--- src/rtl/arrow_scroller.sv ---
// Falling-arrow generator for the 16x16 LED matrix: four lanes scroll down one row
// per tick, key presses are judged at the bottom row, and score/miss totals are kept.
module arrow_scroller #(
    parameter int          TICK_DIV  = 25000000,
    parameter int          MAX_MISS  = 8,
    parameter logic [15:0] LFSR_SEED = 16'hACE1
) (
    input  logic              clk,
    input  logic              RST,
    input  logic              run,
    input  logic [3:0]        key,
    input  logic [3:0]        inject,
    output logic [15:0][15:0] arrow_pixels,
    output logic              hit,
    output logic              miss,
    output logic [7:0]        score,
    output logic [3:0]        misses,
    output logic              game_over
);

    localparam int             CW        = (TICK_DIV > 2) ? $clog2(TICK_DIV) : 1;
    localparam logic [CW-1:0]  TICK_LAST = CW'(TICK_DIV - 1);
    localparam logic [3:0]     MISS_LIM  = 4'(MAX_MISS);

    localparam logic [1:0] IDLE = 2'd0;
    localparam logic [1:0] PLAY = 2'd1;
    localparam logic [1:0] OVER = 2'd2;

    logic [1:0]       state_reg, state_next;
    logic [15:0][3:0] occ_reg, occ_next;
    logic [7:0]       score_reg, score_next;
    logic [3:0]       misses_reg, misses_next;
    logic [CW-1:0]    cnt_reg, cnt_next;
    logic [15:0]      lfsr_reg, lfsr_next;
    logic             hit_reg, hit_next;
    logic             miss_reg, miss_next;

    logic [15:0][3:0] occ_judged, occ_upd;
    logic [3:0]       hit_mask, miss_mask, spawn;
    logic [8:0]       score_sum;
    logic [4:0]       miss_sum;
    logic [7:0]       score_upd;
    logic [3:0]       misses_upd;
    logic [15:0]      lfsr_upd;
    logic             tick;

    function automatic logic [2:0] popcnt4(input logic [3:0] v);
        return {2'b00, v[0]} + {2'b00, v[1]} + {2'b00, v[2]} + {2'b00, v[3]};
    endfunction

    always_ff @(posedge clk) begin
        if (RST) begin
            state_reg  <= IDLE;
            occ_reg    <= '0;
            score_reg  <= '0;
            misses_reg <= '0;
            cnt_reg    <= '0;
            lfsr_reg   <= LFSR_SEED;
            hit_reg    <= 1'b0;
            miss_reg   <= 1'b0;
        end else begin
            state_reg  <= state_next;
            occ_reg    <= occ_next;
            score_reg  <= score_next;
            misses_reg <= misses_next;
            cnt_reg    <= cnt_next;
            lfsr_reg   <= lfsr_next;
            hit_reg    <= hit_next;
            miss_reg   <= miss_next;
        end
    end

    // Key judging happens first so a press in the tick cycle rescues the arrow.
    always_comb begin
        tick       = (cnt_reg == TICK_LAST);
        hit_mask   = key & occ_reg[15];
        occ_judged = occ_reg;
        occ_judged[15] = occ_reg[15] & ~key;
        score_sum  = {1'b0, score_reg} + {6'd0, popcnt4(hit_mask)};
        score_upd  = score_sum[8] ? 8'hFF : score_sum[7:0];
        miss_mask  = tick ? occ_judged[15] : 4'b0000;
        miss_sum   = {1'b0, misses_reg} + {2'd0, popcnt4(miss_mask)};
        misses_upd = miss_sum[4] ? 4'hF : miss_sum[3:0];
        spawn      = (lfsr_reg[2] ? (4'b0001 << lfsr_reg[1:0]) : 4'b0000) | inject;
        lfsr_upd   = {lfsr_reg[14:0], lfsr_reg[15] ^ lfsr_reg[13] ^ lfsr_reg[12] ^ lfsr_reg[10]};
        occ_upd    = tick ? {occ_judged[14:0], spawn} : occ_judged;
    end

    always_comb begin
        state_next  = state_reg;
        occ_next    = occ_reg;
        score_next  = score_reg;
        misses_next = misses_reg;
        cnt_next    = cnt_reg;
        lfsr_next   = lfsr_reg;
        hit_next    = 1'b0;
        miss_next   = 1'b0;
        case (state_reg)
            IDLE: begin
                occ_next = '0;
                cnt_next = '0;
                if (run) begin
                    state_next  = PLAY;
                    score_next  = '0;
                    misses_next = '0;
                end
            end
            PLAY: begin
                if (!run) begin
                    state_next = IDLE;
                    occ_next   = '0;
                    cnt_next   = '0;
                end else begin
                    occ_next    = occ_upd;
                    score_next  = score_upd;
                    misses_next = misses_upd;
                    hit_next    = |hit_mask;
                    miss_next   = |miss_mask;
                    cnt_next    = tick ? '0 : cnt_reg + 1'b1;
                    lfsr_next   = tick ? lfsr_upd : lfsr_reg;
                    if (misses_upd >= MISS_LIM) begin
                        state_next = OVER;
                        occ_next   = '0;
                    end
                end
            end
            OVER: begin
                occ_next = '0;
                cnt_next = '0;
                if (!run) begin
                    state_next = IDLE;
                end
            end
            default: begin
                state_next = IDLE;
                occ_next   = '0;
                cnt_next   = '0;
            end
        endcase
    end

    // Each lane is drawn two pixels wide in the middle of its 4-column slot.
    generate
        for (genvar gi = 0; gi < 16; gi++) begin : g_row
            assign arrow_pixels[gi] = {1'b0, occ_reg[gi][3], occ_reg[gi][3], 1'b0,
                                       1'b0, occ_reg[gi][2], occ_reg[gi][2], 1'b0,
                                       1'b0, occ_reg[gi][1], occ_reg[gi][1], 1'b0,
                                       1'b0, occ_reg[gi][0], occ_reg[gi][0], 1'b0};
        end
    endgenerate

    assign hit       = hit_reg;
    assign miss      = miss_reg;
    assign score     = score_reg;
    assign misses    = misses_reg;
    assign game_over = (state_reg == OVER);

endmodule

--- config.mk ---
export PLATFORM = sky130hd
export DESIGN_NAME = arrow_scroller
export DESIGN_NICKNAME = d
export VERILOG_FILES = /design/src/rtl/arrow_scroller.sv
export SDC_FILE = /design/constraint.sdc
export NUM_CORES = 1
export LEC_CHECK = 0
export CORE_MARGIN = 5
export CORE_UTILIZATION = 45
export DETAILED_ROUTE_END_ITERATION = 7
export PLACE_DENSITY = 0.84
export SKIP_LAST_GASP = 1
export SLEW_MARGIN = 30
export SYNTH_ARGS = -nofsm -noshare
export SYNTH_HDL_FRONTEND = slang
export SYNTH_SLANG_ARGS = --single-unit
--- constraint.sdc ---
create_clock -name clk -period 8.6 [get_ports clk]
set_input_delay 1.29 -clock clk [delete_from_list [all_inputs] [get_ports clk]]
set_output_delay 1.29 -clock clk [all_outputs]
set_load 0.05 [all_outputs]
Word-level counts from Yosys, hierarchy flattened
Cells that the tools add are included.
{ "op_classes": {"add_sub_neg": 9, "magnitude_cmp": 1, "n_eq_ne": 7, "n_shift": 1, "n_mux": 16, "bitwise": 9, "n_reduce_logical": 10} }
{ "ops": {"columns": ["cell", "count"], "rows": [
  ["$mux 64", 1],
  ["$add 25x1->25 const B", 1],
  ["$eq 25x25->1 const B", 1],
  ["$mux 8", 3],
  ["$mux 4", 5],
  ["$pmux 8 s2", 1],
  ["$reduce_or 4->1", 4],
  ["$add 8x3->9", 1],
  ["$reduce_and 3->1", 3],
  ["$and 4x4->4", 2],
  ["$mux 2", 4],
  ["$pmux 4 s2", 1],
  ["$add 2x1->3", 2],
  ["$add 3x1->3", 2],
  ["$ne 2x2->1 const B", 3],
  ["$pmux 2 s3", 1],
  ["$add 4x3->5", 1],
  ["$add 1x1->2", 2],
  ["$ge 4x4->1 const B", 1],
  ["$not 4->4", 1],
  ["$or 4x4->4", 1],
  ["$shl 1x2->4 const A", 1],
  ["$ne 3x3->1 const B", 1],
  ["$reduce_or 3->1", 1],
  ["other kinds (6)", 9]
]} }
{ "totals": {"regBits": 121, "in_bits": 11, "out_inout_bits": 271, "elab_cells": 76} }

Logic depth before layout (Yosys ltp)
{ "logic_depth": {"word_depth": 12, "depth_mapped": 16, "mapped_depth_nobuf": 13} }

Least setup slack after synthesis
OpenSTA, ideal clock, no wires.
{ "synth_path": {"kind": "register -> register", "start": "register cnt_reg[0]", "end": "register occ_reg, in the netlist arrow_pixels[101]", "setup_ns": 0.135, "arrival_time_ns": 3.913, "required_ns": 8.465, "slack_ns": 4.552, "path_stages_with_launch": 17, "path_buffers": 3, "synth_period_minus_slack_ns": 4.048, "cell_sequence": "dfxtp_1 -> ha_1 -> nand2_1 -> or4_1 -> buf_4 -> nor2_1 -> nand2_1 -> fa_1 -> fa_1 -> inv_1 -> fa_1 -> inv_1 -> o2111ai_1 -> o21a_1 -> clkbuf_1 -> clkbuf_1 -> a211oi_1"} }
{ "synth_between": {"elab_chain_cells": 9} }
{ "synth_lines": {"columns": ["element", "line_no", "source"], "rows": [
  ["start, declared", "33", "logic [CW-1:0] cnt_reg, cnt_next;"],
  ["start signal, assigned", "66", "cnt_reg <= cnt_next;"],
  ["$eq 25x25->1 *", "75", "tick = (cnt_reg == TICK_LAST);"],
  ["$mux 4", "81", "miss_mask = tick ? occ_judged[15] : 4'b0000;"],
  ["$add 1x1->2", "48", "return {2'b00, v[0]} + {2'b00, v[1]} + {2'b00, v[2]} + {2'b00, v[3]};"],
  ["$add 2x1->3", "48", null],
  ["$add 3x1->3", "48", null],
  ["$add 4x3->5", "82", "miss_sum = {1'b0, misses_reg} + {2'd0, popcnt4(miss_mask)};"],
  ["$mux 4", "83", "misses_upd = miss_sum[4] ? 4'hF : miss_sum[3:0];"],
  ["$ge 4x4->1", "121", "if (misses_upd >= MISS_LIM) begin"],
  ["$reduce_or 4->1 (no source line)", null, null],
  ["end signal, assigned", "63", "occ_reg <= occ_next;"],
  ["end, declared", "30", "logic [15:0][3:0] occ_reg, occ_next;"]
]} }
Mark *: on every way between the ends. The rest lies on a longest branch, timed or not.
A chain may end at the register's enable or synchronous reset.

Worst setup path after layout
{ "layout_path": {"start": "register cnt_reg[0]", "end": "register state_reg[0]"} }
{ "layout_between": {"elab_chain_cells": 10} }
{ "layout_lines": {"columns": ["element", "line_no", "source"], "rows": [
  ["$eq 25x25->1 *", "75", null],
  ["$mux 4 *", "81", null],
  ["$add 1x1->2", "48", null],
  ["$add 2x1->3", "48", null],
  ["$add 3x1->3 *", "48", null],
  ["$add 4x3->5 *", "82", null],
  ["$mux 4 *", "83", null],
  ["$ge 4x4->1 *", "121", null],
  ["$ne 3x3->1 (no source line) *", null, null],
  ["$reduce_and 3->1 (no source line) *", null, null],
  ["end signal, assigned", "62", "state_reg <= state_next;"],
  ["end, declared", "29", "logic [1:0] state_reg, state_next;"]
]} }
Marked as above.

==> PnR_summary.wiki <==
{| class="wikitable"
! Metric !! Value
|-
| Seq cells post-synth || about 120
|-
| Fraction of layout cells with a size suffix above 1 || 4.46%
|-
| Flip-flop and latch area || around 2400 sq um
|-
| CTS H-tree lvls || 4
|-
| Total length of routed wires || 15700 um
|-
| Number of antenna violations at the first check in global routing || 0
|-
| Fin crit period || 4.95 ns
|-
| Top Ports || 282
|-
| Floorplan row count || 45
|-
| Number of cells after detailed placement || 1034
|-
| Timing-limited maximum frequency || 202 MHz
|-
| Power share of the clock group || 47.5%
|-
| Crit-path max FO || 64
|-
| Hpwl dp || around 11000 um
|-
| Synthesized cell area || 6810 sq um
|-
| Worst Clk Skew || 0.00707 ns
|-
| Routability Congestion || 0.793
|-
| Category of the worst setup path capture point || flip-flop
|-
| Share of total power in combinational logic || 10.5%
|-
| Largest cells by area after synthesis || sky130_fd_sc_hd__dfxtp_1 (36%), sky130_fd_sc_hd__buf_4 (21%), sky130_fd_sc_hd__a211oi_1 (6.8%), sky130_fd_sc_hd__o21ai_0 (5.6%), sky130_fd_sc_hd__nand3_1 (5.2%)
|-
| Avg Cell Area, Syn || 8.49 sq um
|-
| Arrival time at the worst endpoint || 5.21 ns
|-
| Async set or reset register ratio after synthesis || 0%
|-
| Warnings, synthesis || 0
|-
| Final setup TNS || 0 ns
|-
| Avg WL per Cell || roughly 15 um
|-
| Max reg flops || 64
|-
| Run status || finished, final reports clean
|-
| Final setup violation count || 0
|-
| Multi-input gate area || 3180 sq um
|-
| Reg power frac || 42.0%
|-
| Number of nets still failing antenna checks after routing || 0
|-
| Clock tree from TritonCTS || yes
|-
| Fillcell total || 1337
|-
| Global-route total usage across every layer || around 17%
|-
| Clock-pin transition on the worst setup and hold timing paths || 0.05 ns
|-
| Area of the die || 17700 sq um
|-
| Area share of the leading cell type in the synthesized netlist || 35.6%
|-
| Post-CTS Setup Repair Bufs || 0
|-
| Number of global-route vias before repair || 4843
|-
| Path class of the lowest-slack min-delay path || reg2reg
|-
| Starting Density || 45.3%
|-
| Power density over cell area || 168 nW/um^2
|-
| Sequential area share after synthesis || 35.6%
|-
| Required time of the worst setup path || between 8 and 9 ns
|-
| Nature of the critical path startpoint || flip-flop
|-
| Setup repair after global routing missed its margin || false
|-
| Final Max Tran Viols || 0
|-
| Vias || 5535
|-
| Portion of the clock cycle consumed by the worst path in the final layout || 57.5%
|-
| Chip height || 133 um
|-
| Worst setup path category || reg2reg
|-
| Diodes inserted || 0
|-
| Worst Tran Pin Value || 0.944 ns
|-
| Total number of nets in the final design || a little under 900
|-
| Maximum number of pins on one net before global-route repair || 75
|-
| Post-route core utilization || a little over half
|-
| Maximum VDD drop || 144 uV
|-
| Hold bufs inserted after CTS || 0
|-
| Number of hold violations in the final report || 0
|-
| Non-filler cells, final || 1063
|-
| Ratio of routed vias to standard cells || around 5.2
|-
| Most instantiated library cell after synthesis || sky130_fd_sc_hd__buf_4
|-
| Number of input and output port buffers inserted || 153
|-
| Worst R2R Setup Slack || roughly 3.7 ns
|-
| Area added between synthesis and finish || 17.3%
|-
| Main flop type after synthesis || sky130_fd_sc_hd__dfxtp_1
|-
| Global-route wire length before repair || 24500 um
|-
| Synth area leader || sky130_fd_sc_hd__dfxtp_1
|-
| Placeable Area || between 15000 and 20000 sq um
|-
| Worst relative slew slack || 36.9%
|-
| CTS Root Cell || sky130_fd_sc_hd__clkbuf_16
|-
| Insertion delay to the later sink of the worst-skew pair || 0.41 ns
|-
| Iteration-0 DRC count of the detailed router || between 300 and 400
|-
| Leakage Power || around 2.7 nW
|-
| Number of cells upsized or downsized after cts || 0
|-
| CTS Buffer Depth || 2
|-
| Number of unique standard cell types used by synthesis || 49
|-
| Cell internal power dissipation || 0.000974 W
|-
| Number of enable-type register cells in the synthesized netlist || 0
|-
| GRT overflow || 0
|-
| Hold slack || 0.475 ns
|-
| Most numerous cell types in the synthesized netlist || sky130_fd_sc_hd__buf_4 (193), sky130_fd_sc_hd__dfxtp_1 (121), sky130_fd_sc_hd__o21ai_0 (76), sky130_fd_sc_hd__nand3_1 (71), sky130_fd_sc_hd__a211oi_1 (62)
|-
| Synthesized instance count || 802
|-
| Total CTS buffers || 17
|-
| Net load switching power || 0.000364 W
|-
| Overall die width || 133 um
|-
| Drt first pass iters || 5
|-
| Number of design rule violations left after detail routing || 0
|-
| CTS Sinks || between 100 and 150
|-
| Switching part of the total power || 27.2%
|-
| Count of max-cap constraint violations || 0
|}
-- layer usage --
metal  up-vias  GRT usage (%)  wire length [um]
met4         0           5.60               308
li1       2632              -                 -
met2       231           26.8              7540
met3        25           5.59              1210
met1      2647           20.8              6620
met5         -              0                 0
-- power by group through the flow --
stage | registers (W) | logic, W | clock network (W)
6_report | 0.000562 | 0.000140 | 0.000635
5_1_grt | 0.000562 | 0.000145 | 0.000673
4_1_cts | 0.000562 | 0.000138 | 0.000646
3_5_place_dp | 0.000574 | 0.000138 | 0
3_3_place_gp | 0.000574 | 0.000138 | 0
2_1_floorplan | 0.000574 | 0.000177 | 0
-- worst paths after layout --
check / from / end / depth (start not counted)
setup / recovery: cnt_reg[0] / state_reg[0] / 14
hold / removal: lfsr_reg[11] / lfsr_reg[12] / 2
setup reg to reg: cnt_reg[0] / state_reg[0] / 14
hold reg to reg: lfsr_reg[11] / lfsr_reg[12] / 2
-- placed cells by master (no fill, tap or decap), types with 16 or more instances in the layout --
master,instances
sky130_fd_sc_hd__nand3_1,71
sky130_fd_sc_hd__o21ai_0,76
sky130_fd_sc_hd__nand2_1,19
sky130_fd_sc_hd__mux2i_1,16
sky130_fd_sc_hd__nor2_1,31
sky130_fd_sc_hd__dfxtp_1,121
sky130_fd_sc_hd__clkbuf_16,17
sky130_fd_sc_hd__a211oi_1,62
sky130_fd_sc_hd__a21oi_1,20
sky130_fd_sc_hd__conb_1,128
sky130_fd_sc_hd__inv_1,18
sky130_fd_sc_hd__clkdlybuf4s50_1,152
-- stage by stage --
stage	setup WS [ns]	power [W]	instance area, sq um
after detailed placement	3.23	0.000712	7460
final	3.65	0.00134	7990
after global placement	3.38	0.000712	7460
after CTS	3.25	0.00135	7980
after floorplan	4.55	0.000750	7290
after global routing	3.20	0.00138	7990
-- area by class of cell --
| cell class | instances | area share, % |
|---|---|---|
| tap | 188 | 2.94 |
| multi-input combinational | 549 | 39.8 |
| sequential | 121 | 30.3 |
| clock buffer | 25 | 5.95 |
| inverter | 18 | 0.846 |
| clock inverter | 4 | 0.564 |
| timing repair buffer | 158 | 19.6 |
-- worst max-delay path, cell delays in order (launching register included) --
cell and delay (ns):
sky130_fd_sc_hd__dfxtp_1 0.39, sky130_fd_sc_hd__ha_1 0.25, sky130_fd_sc_hd__nand2_1 0.18, sky130_fd_sc_hd__or4_4 0.85, sky130_fd_sc_hd__nor2_1 0.45, sky130_fd_sc_hd__nand2_1 0.13
sky130_fd_sc_hd__fa_1 0.51, sky130_fd_sc_hd__fa_1 0.45, sky130_fd_sc_hd__inv_1 0.08, sky130_fd_sc_hd__fa_1 0.24, sky130_fd_sc_hd__inv_1 0.06, sky130_fd_sc_hd__o2111ai_1 0.12
sky130_fd_sc_hd__o21a_2 0.35, sky130_fd_sc_hd__buf_4 0.53, sky130_fd_sc_hd__a2111oi_0 0.20
-- cells by family (layout without fill, tap and decap cells) --
kind of cell    Yosys count  after routing  synth area share, %
buf+inv                 259            205                 25.1
other cells               1            128               0.0551
compound gates          193            193                 17.9
xor+xnor                 14             14                 1.80
flops                   121            121                 35.6
simple gates            189            189                 15.0
fa+ha+maj                 9              9                 2.32
mux                      16             16                 2.35
(Power assumes the default switching activity.)
